[src/rtl/mem_port_arbiter_pkg.sv]
// rtl/mem_port_arbiter_pkg.sv - shared state encoding and select constants for the memory port arbiter
package mem_port_arbiter_pkg;

  typedef enum logic [1:0] {
    IDLE   = 2'b00,
    BUSY_F = 2'b01,
    BUSY_D = 2'b10
  } arb_state_t;

  localparam logic SEL_F = 1'b0;
  localparam logic SEL_D = 1'b1;

  // Width of a counter that must hold 0..max_starve (at least one bit).
  function automatic int cnt_width(input int max_starve);
    return (max_starve < 1) ? 1 : $clog2(max_starve + 1);
  endfunction

endpackage

[src/rtl/mem_port_arbiter.sv]
// rtl/mem_port_arbiter.sv - fetch/data arbiter for the single-ported unified memory
module mem_port_arbiter
  import mem_port_arbiter_pkg::*;
#(
  parameter int ADDR_W     = 32,
  parameter int DATA_W     = 32,
  parameter int MAX_STARVE = 4
) (
  input  logic              clk,
  input  logic              rst,
  input  logic              req_f,
  input  logic [ADDR_W-1:0] addr_f,
  output logic              done_f,
  output logic [DATA_W-1:0] rdata_f,
  input  logic              req_d,
  input  logic              we_d,
  input  logic [ADDR_W-1:0] addr_d,
  input  logic [DATA_W-1:0] wdata_d,
  output logic              done_d,
  output logic [DATA_W-1:0] rdata_d,
  output logic              mem_req,
  output logic              mem_sel,
  output logic              mem_we,
  output logic [ADDR_W-1:0] mem_addr,
  output logic [DATA_W-1:0] mem_wdata,
  input  logic [DATA_W-1:0] mem_rdata,
  input  logic              mem_ready,
  output logic              busy
);

  localparam int CNT_W = cnt_width(MAX_STARVE);
  localparam logic [CNT_W-1:0] STARVE_MAX = CNT_W'(MAX_STARVE);

  arb_state_t       state, state_nx;
  logic [CNT_W-1:0] starve_cnt;
  logic             eff_f, eff_d;
  logic             grant_f, grant_d;
  logic             finish;

  // A requester is not eligible in its own done cycle, so a dropping request is never re-granted.
  assign eff_f = req_f & ~done_f;
  assign eff_d = req_d & ~done_d;

  // Data wins a tie until fetch has been passed over MAX_STARVE times in a row.
  assign grant_d = (state == IDLE) & eff_d & (~eff_f | (starve_cnt < STARVE_MAX));
  assign grant_f = (state == IDLE) & eff_f & ~grant_d;
  assign finish  = (state != IDLE) & mem_ready;
  assign busy    = (state != IDLE);

  // State register.
  always_ff @(posedge clk or negedge rst) begin
    if (!rst) state <= IDLE;
    else      state <= state_nx;
  end

  // Next state: grant from IDLE, return to IDLE when the memory completes.
  always_comb begin
    state_nx = state;
    case (state)
      IDLE: begin
        if (grant_d)      state_nx = BUSY_D;
        else if (grant_f) state_nx = BUSY_F;
      end
      BUSY_F, BUSY_D: begin
        if (mem_ready) state_nx = IDLE;
      end
      default: state_nx = IDLE;
    endcase
  end

  // Latch the winner's request fields, drive the memory strobe and return data with a done pulse.
  always_ff @(posedge clk or negedge rst) begin
    if (!rst) begin
      mem_req    <= 1'b0;
      mem_sel    <= SEL_F;
      mem_we     <= 1'b0;
      mem_addr   <= '0;
      mem_wdata  <= '0;
      rdata_f    <= '0;
      rdata_d    <= '0;
      done_f     <= 1'b0;
      done_d     <= 1'b0;
      starve_cnt <= '0;
    end else begin
      done_f <= 1'b0;
      done_d <= 1'b0;
      if (grant_d) begin
        mem_req   <= 1'b1;
        mem_sel   <= SEL_D;
        mem_we    <= we_d;
        mem_addr  <= addr_d;
        mem_wdata <= wdata_d;
        if (!eff_f)                       starve_cnt <= '0;
        else if (starve_cnt < STARVE_MAX) starve_cnt <= starve_cnt + 1'b1;
      end else if (grant_f) begin
        mem_req    <= 1'b1;
        mem_sel    <= SEL_F;
        mem_we     <= 1'b0;
        mem_addr   <= addr_f;
        starve_cnt <= '0;
      end else if (finish) begin
        mem_req <= 1'b0;
        mem_we  <= 1'b0;
        if (state == BUSY_D) begin
          rdata_d <= mem_rdata;
          done_d  <= 1'b1;
        end else begin
          rdata_f <= mem_rdata;
          done_f  <= 1'b1;
        end
      end
    end
  end

endmodule

[config.mk]
export PLATFORM = sky130hd
export DESIGN_NAME = mem_port_arbiter
export DESIGN_NICKNAME = d
export VERILOG_FILES = /design/src/rtl/mem_port_arbiter_pkg.sv /design/src/rtl/mem_port_arbiter.sv
export SDC_FILE = /design/constraint.sdc
export NUM_CORES = 1
export LEC_CHECK = 0
export BUFFER_PORTS_ARGS = -buffer_cell sky130_fd_sc_hd__buf_4
export CAP_MARGIN = 20
export CORE_MARGIN = 2
export CORE_UTILIZATION = 52
export DETAILED_ROUTE_END_ITERATION = 8
export GPL_ROUTABILITY_DRIVEN = 0
export PLACE_DENSITY = 0.91
export RECOVER_POWER = 100
export SLEW_MARGIN = 20
export SYNTH_ARGS = -nofsm -noshare
export SYNTH_HDL_FRONTEND = slang
export SYNTH_SLANG_ARGS = --single-unit
export TNS_END_PERCENT = 5
[constraint.sdc]
create_clock -name clk -period 3.9 [get_ports clk]
set_input_delay 0.39 -clock clk [delete_from_list [all_inputs] [get_ports clk]]
set_output_delay 0.39 -clock clk [all_outputs]
set_load 0.02 [all_outputs]
==> out/results.ini <==
[worst_setup_path]
timing.rr.start = state[0]$_DFFE_PN0P_
crit_arrival_ps = 3450
crit_path_max_fanout = 36
r2r_end = mem_wdata[19]$_DFFE_PN0P_
end_kind = flip-flop
cp-start-kind = flip-flop
cp-startpoint = state[0]$_DFFE_PN0P_
r2r_slack_ps = 740
rr_worst_depth = 6
crit_type = reg2reg
critPathRequiredTime_ps = 4190
cp-endpoint = mem_wdata[19]$_DFFE_PN0P_

[timing]
finalSetupTns_ps = 0
post-route-period-util = 0.811
worst_slew_pin_slew_ps = 2070
hold_viol = 0
rsz0062_at_grt = no
slew_headroom = -0.380
fin_crit_ps = 3160
max_freq_ghz = 0.316
skew_ps = 4.97
finalSetupViolations = 0
timing.final.max_slew_violations = 72

[synth]
synthMuxAreaShare = 0.170
yosys_warnings = 0
synth-compound-area-share = 0.161
synth_flop_cell = dfrtp_1
ys_async_sr_fraction = 1.00
ys_ff_latch = 138
synth_nets = 578
synthSimpleGateAreaFrac = 0.0752
syn_area_per_cell_um2 = 14.4
yosysSeqAreaShare = 0.543
ys_types = 36
synthXorXnorAreaFrac = 0
synth_edf_count = 0
synth_top_family_by_area = multiplexers
syn_area_um2 = 6360
synthAdderAreaFrac = 0.00590
synthCells = 441

[clock_tree]
clk_latency_ps = 410
cts_hold_buf = 1
cts_root_buf = clkbuf_16
clk_pin_slew_ps = 60
cts_num_sinks = 138
ctsResizeCount = 0
cts_htree_levels = 4
cts_tree = yes
cts_buffers = 17
clockBufferDepth = 2
post_cts_buffers = 0

[cells_and_area]
num_antenna_cells = 0
nets = 829
drive_above_1_share = 0.396
layout.cells.non_filler = 852
area_delta_synth_final_pct = 31.3

[drt]
via_per_inst = 5.82
wl_per_cell_um = 20.5
drt_first_pass_iters = 4
drt_iter0_drc = 295
ant_nets = 0
drcViolationCount = 0
vias = 4960
routed_wl_um = 17500

[global_route]
overflow = 0
grtUsageTotal = 0.266
grt_pass1_wl_um = 26900
grt_pass1_vias = 5249
grt_max_degree = 59
antenna_found_initial = 0

[floorplanning]
die_height_um = 115
pin_count = 268
die_w_um = 115
core_um2 = 12000
rows = 40
initial_core_util = 0.531
die_area_um2 = 13100

[placement]
place_inst = 819
io_buffer_count = 267
dp_hpwl_um = 12100

[status]
outcome = finished, violations left
violations = capacitance limit, slew limit

[pwr]
irDropWorstVdd_mv = 0.498
leakagePower_nw = 3.68
p_per_area_nw_per_um2 = 933

[worst_hold_path]
holdCritPathClass = in2reg

[flow_run]
maxCapViolCount = 2

[synth_stat cells (2+ instances only)]
cell type	instances	area (µm²)
a21o_1	3	22.5
a221oi_1	28	245
a221oi_2	4	60.1
a2bb2oi_1	2	17.5
a2bb2oi_2	30	450
a32o_1	2	20.0
and4b_1	32	320
buf_2	4	20.0
buf_4	6	45.0
buf_6	10	113
clkbuf_1	23	86.3
dfrtp_1	138	3450
ha_1	3	37.5
inv_1	3	11.3
mux2_1	10	113
mux2_2	86	968
nand2_1	2	7.51
nand2b_1	2	12.5
nor2b_1	3	18.8
nor4_1	2	12.5
o21ai_0	33	165
[layout by cell type, fill, tap and decap left out, types with 2 or more instances in the layout]
master      count
clkbuf_1      138
dfrtp_1       138
buf_4         136
mux2_2         83
o21ai_0        34
and4b_1        32
a221oi_1       28
a2bb2oi_2      17
clkbuf_16      17
a2bb2oi_1      15
mux2_1         13
a221oi_2        4
inv_1           3
nand2b_1        3
nor2b_1         3
a21o_1          3
ha_1            3
bufinv_16       3
clkbuf_8        3
clkinvlp_4      3
a32o_1          2
nor4_1          2
nand2_1         2
clkinv_2        2
[kinds of logic (layout without fill, tap and decap cells)]
logic type / after synthesis / after routing
adder cells (fa/ha/maj): 3 / 3
flip-flops: 138 / 138
AND/OR/NAND/NOR: 50 / 50
multiplexers: 96 / 96
AO/OA/AOI/OAI: 107 / 107
buffers and inverters: 47 / 311
[critical path, stage by stage, from the launching register on]
cell	delay (ps)
dfrtp_1	370
inv_1	100
ha_1	540
clkbuf_1	580
nand3b_4	430
nor2_8	600
mux2_2	410
[sequential cells by signal, indices dropped and copies added, names as in the netlist]
| register | flops |
|---|---|
| starve_cnt | 3 |
| mem_wdata | 32 |
| done_f | 1 |
| mem_addr | 32 |
| rdata_d | 32 |
| mem_sel | 1 |
| mem_we | 1 |
| rdata_f | 32 |
| mem_req | 1 |
| state | 2 |
| done_d | 1 |
[layout make-up]
cell class	count	area, µm²
clock buffer	22	474
clock inverter	10	140
fill	950	3610
inverter	4	17.5
multi-input combinational	256	2520
sequential	138	3450
tap	147	184
timing repair buffer	275	1560
[per-stage QoR]
stage | worst slack [ps] | cell area (µm²) | utilization | total power [mW] | hold WS [ps]
global route | 453 | 8350 | 0.698 | 8.18 | 196
finish | 739 | 8350 | 0.698 | 7.79 | 195
detailed placement | 1100 | 8340 | 0.697 | 6.85 | 387
CTS | 1080 | 8960 | 0.749 | 8.56 | 183
global placement | 1210 | 8340 | 0.697 | 6.67 | 378
floorplan | 2250 | 6360 | - | 5.23 | 94.4
[power by group]
part	total (mW)	internal (mW)	leakage, nW	switching, mW
clock	1.66	1.06	0.293	0.605
sequential	2.62	2.16	1.62	0.454
combinational	3.51	1.39	1.76	2.12
total	7.79	4.61	3.68	3.18
[per-layer routing]
layer	share of wire	global-route usage	wire [µm]	vias to the layer above
met1	0.38	0.307	6620	2482
met3	0.081	0.0873	1420	32
met5	0	0	0	-
li1	-	-	-	2208
met2	0.52	0.454	9070	238
met4	0.021	0.115	369	0
[worst min path at each step]
| stage | from | to | slack, ps | depth (start not counted) |
|---|---|---|---|---|
| 5_1_grt | mem_rdata[19] | rdata_f[19]$_DFFE_PN0P_ | 200 | 2 |
| 2_1_floorplan | rst | done_d$_DFF_PN0_ | 90 | 0 |
| 6_report | wdata_d[21] | mem_wdata[21]$_DFFE_PN0P_ | 190 | 2 |
| 3_5_place_dp | rst | mem_addr[23]$_DFFE_PN0P_ | 390 | 1 |
| 4_1_cts | wdata_d[21] | mem_wdata[21]$_DFFE_PN0P_ | 180 | 2 |
| 3_3_place_gp | rst | mem_addr[25]$_DFFE_PN0P_ | 380 | 1 |
Power figures use the tool's default switching activity.
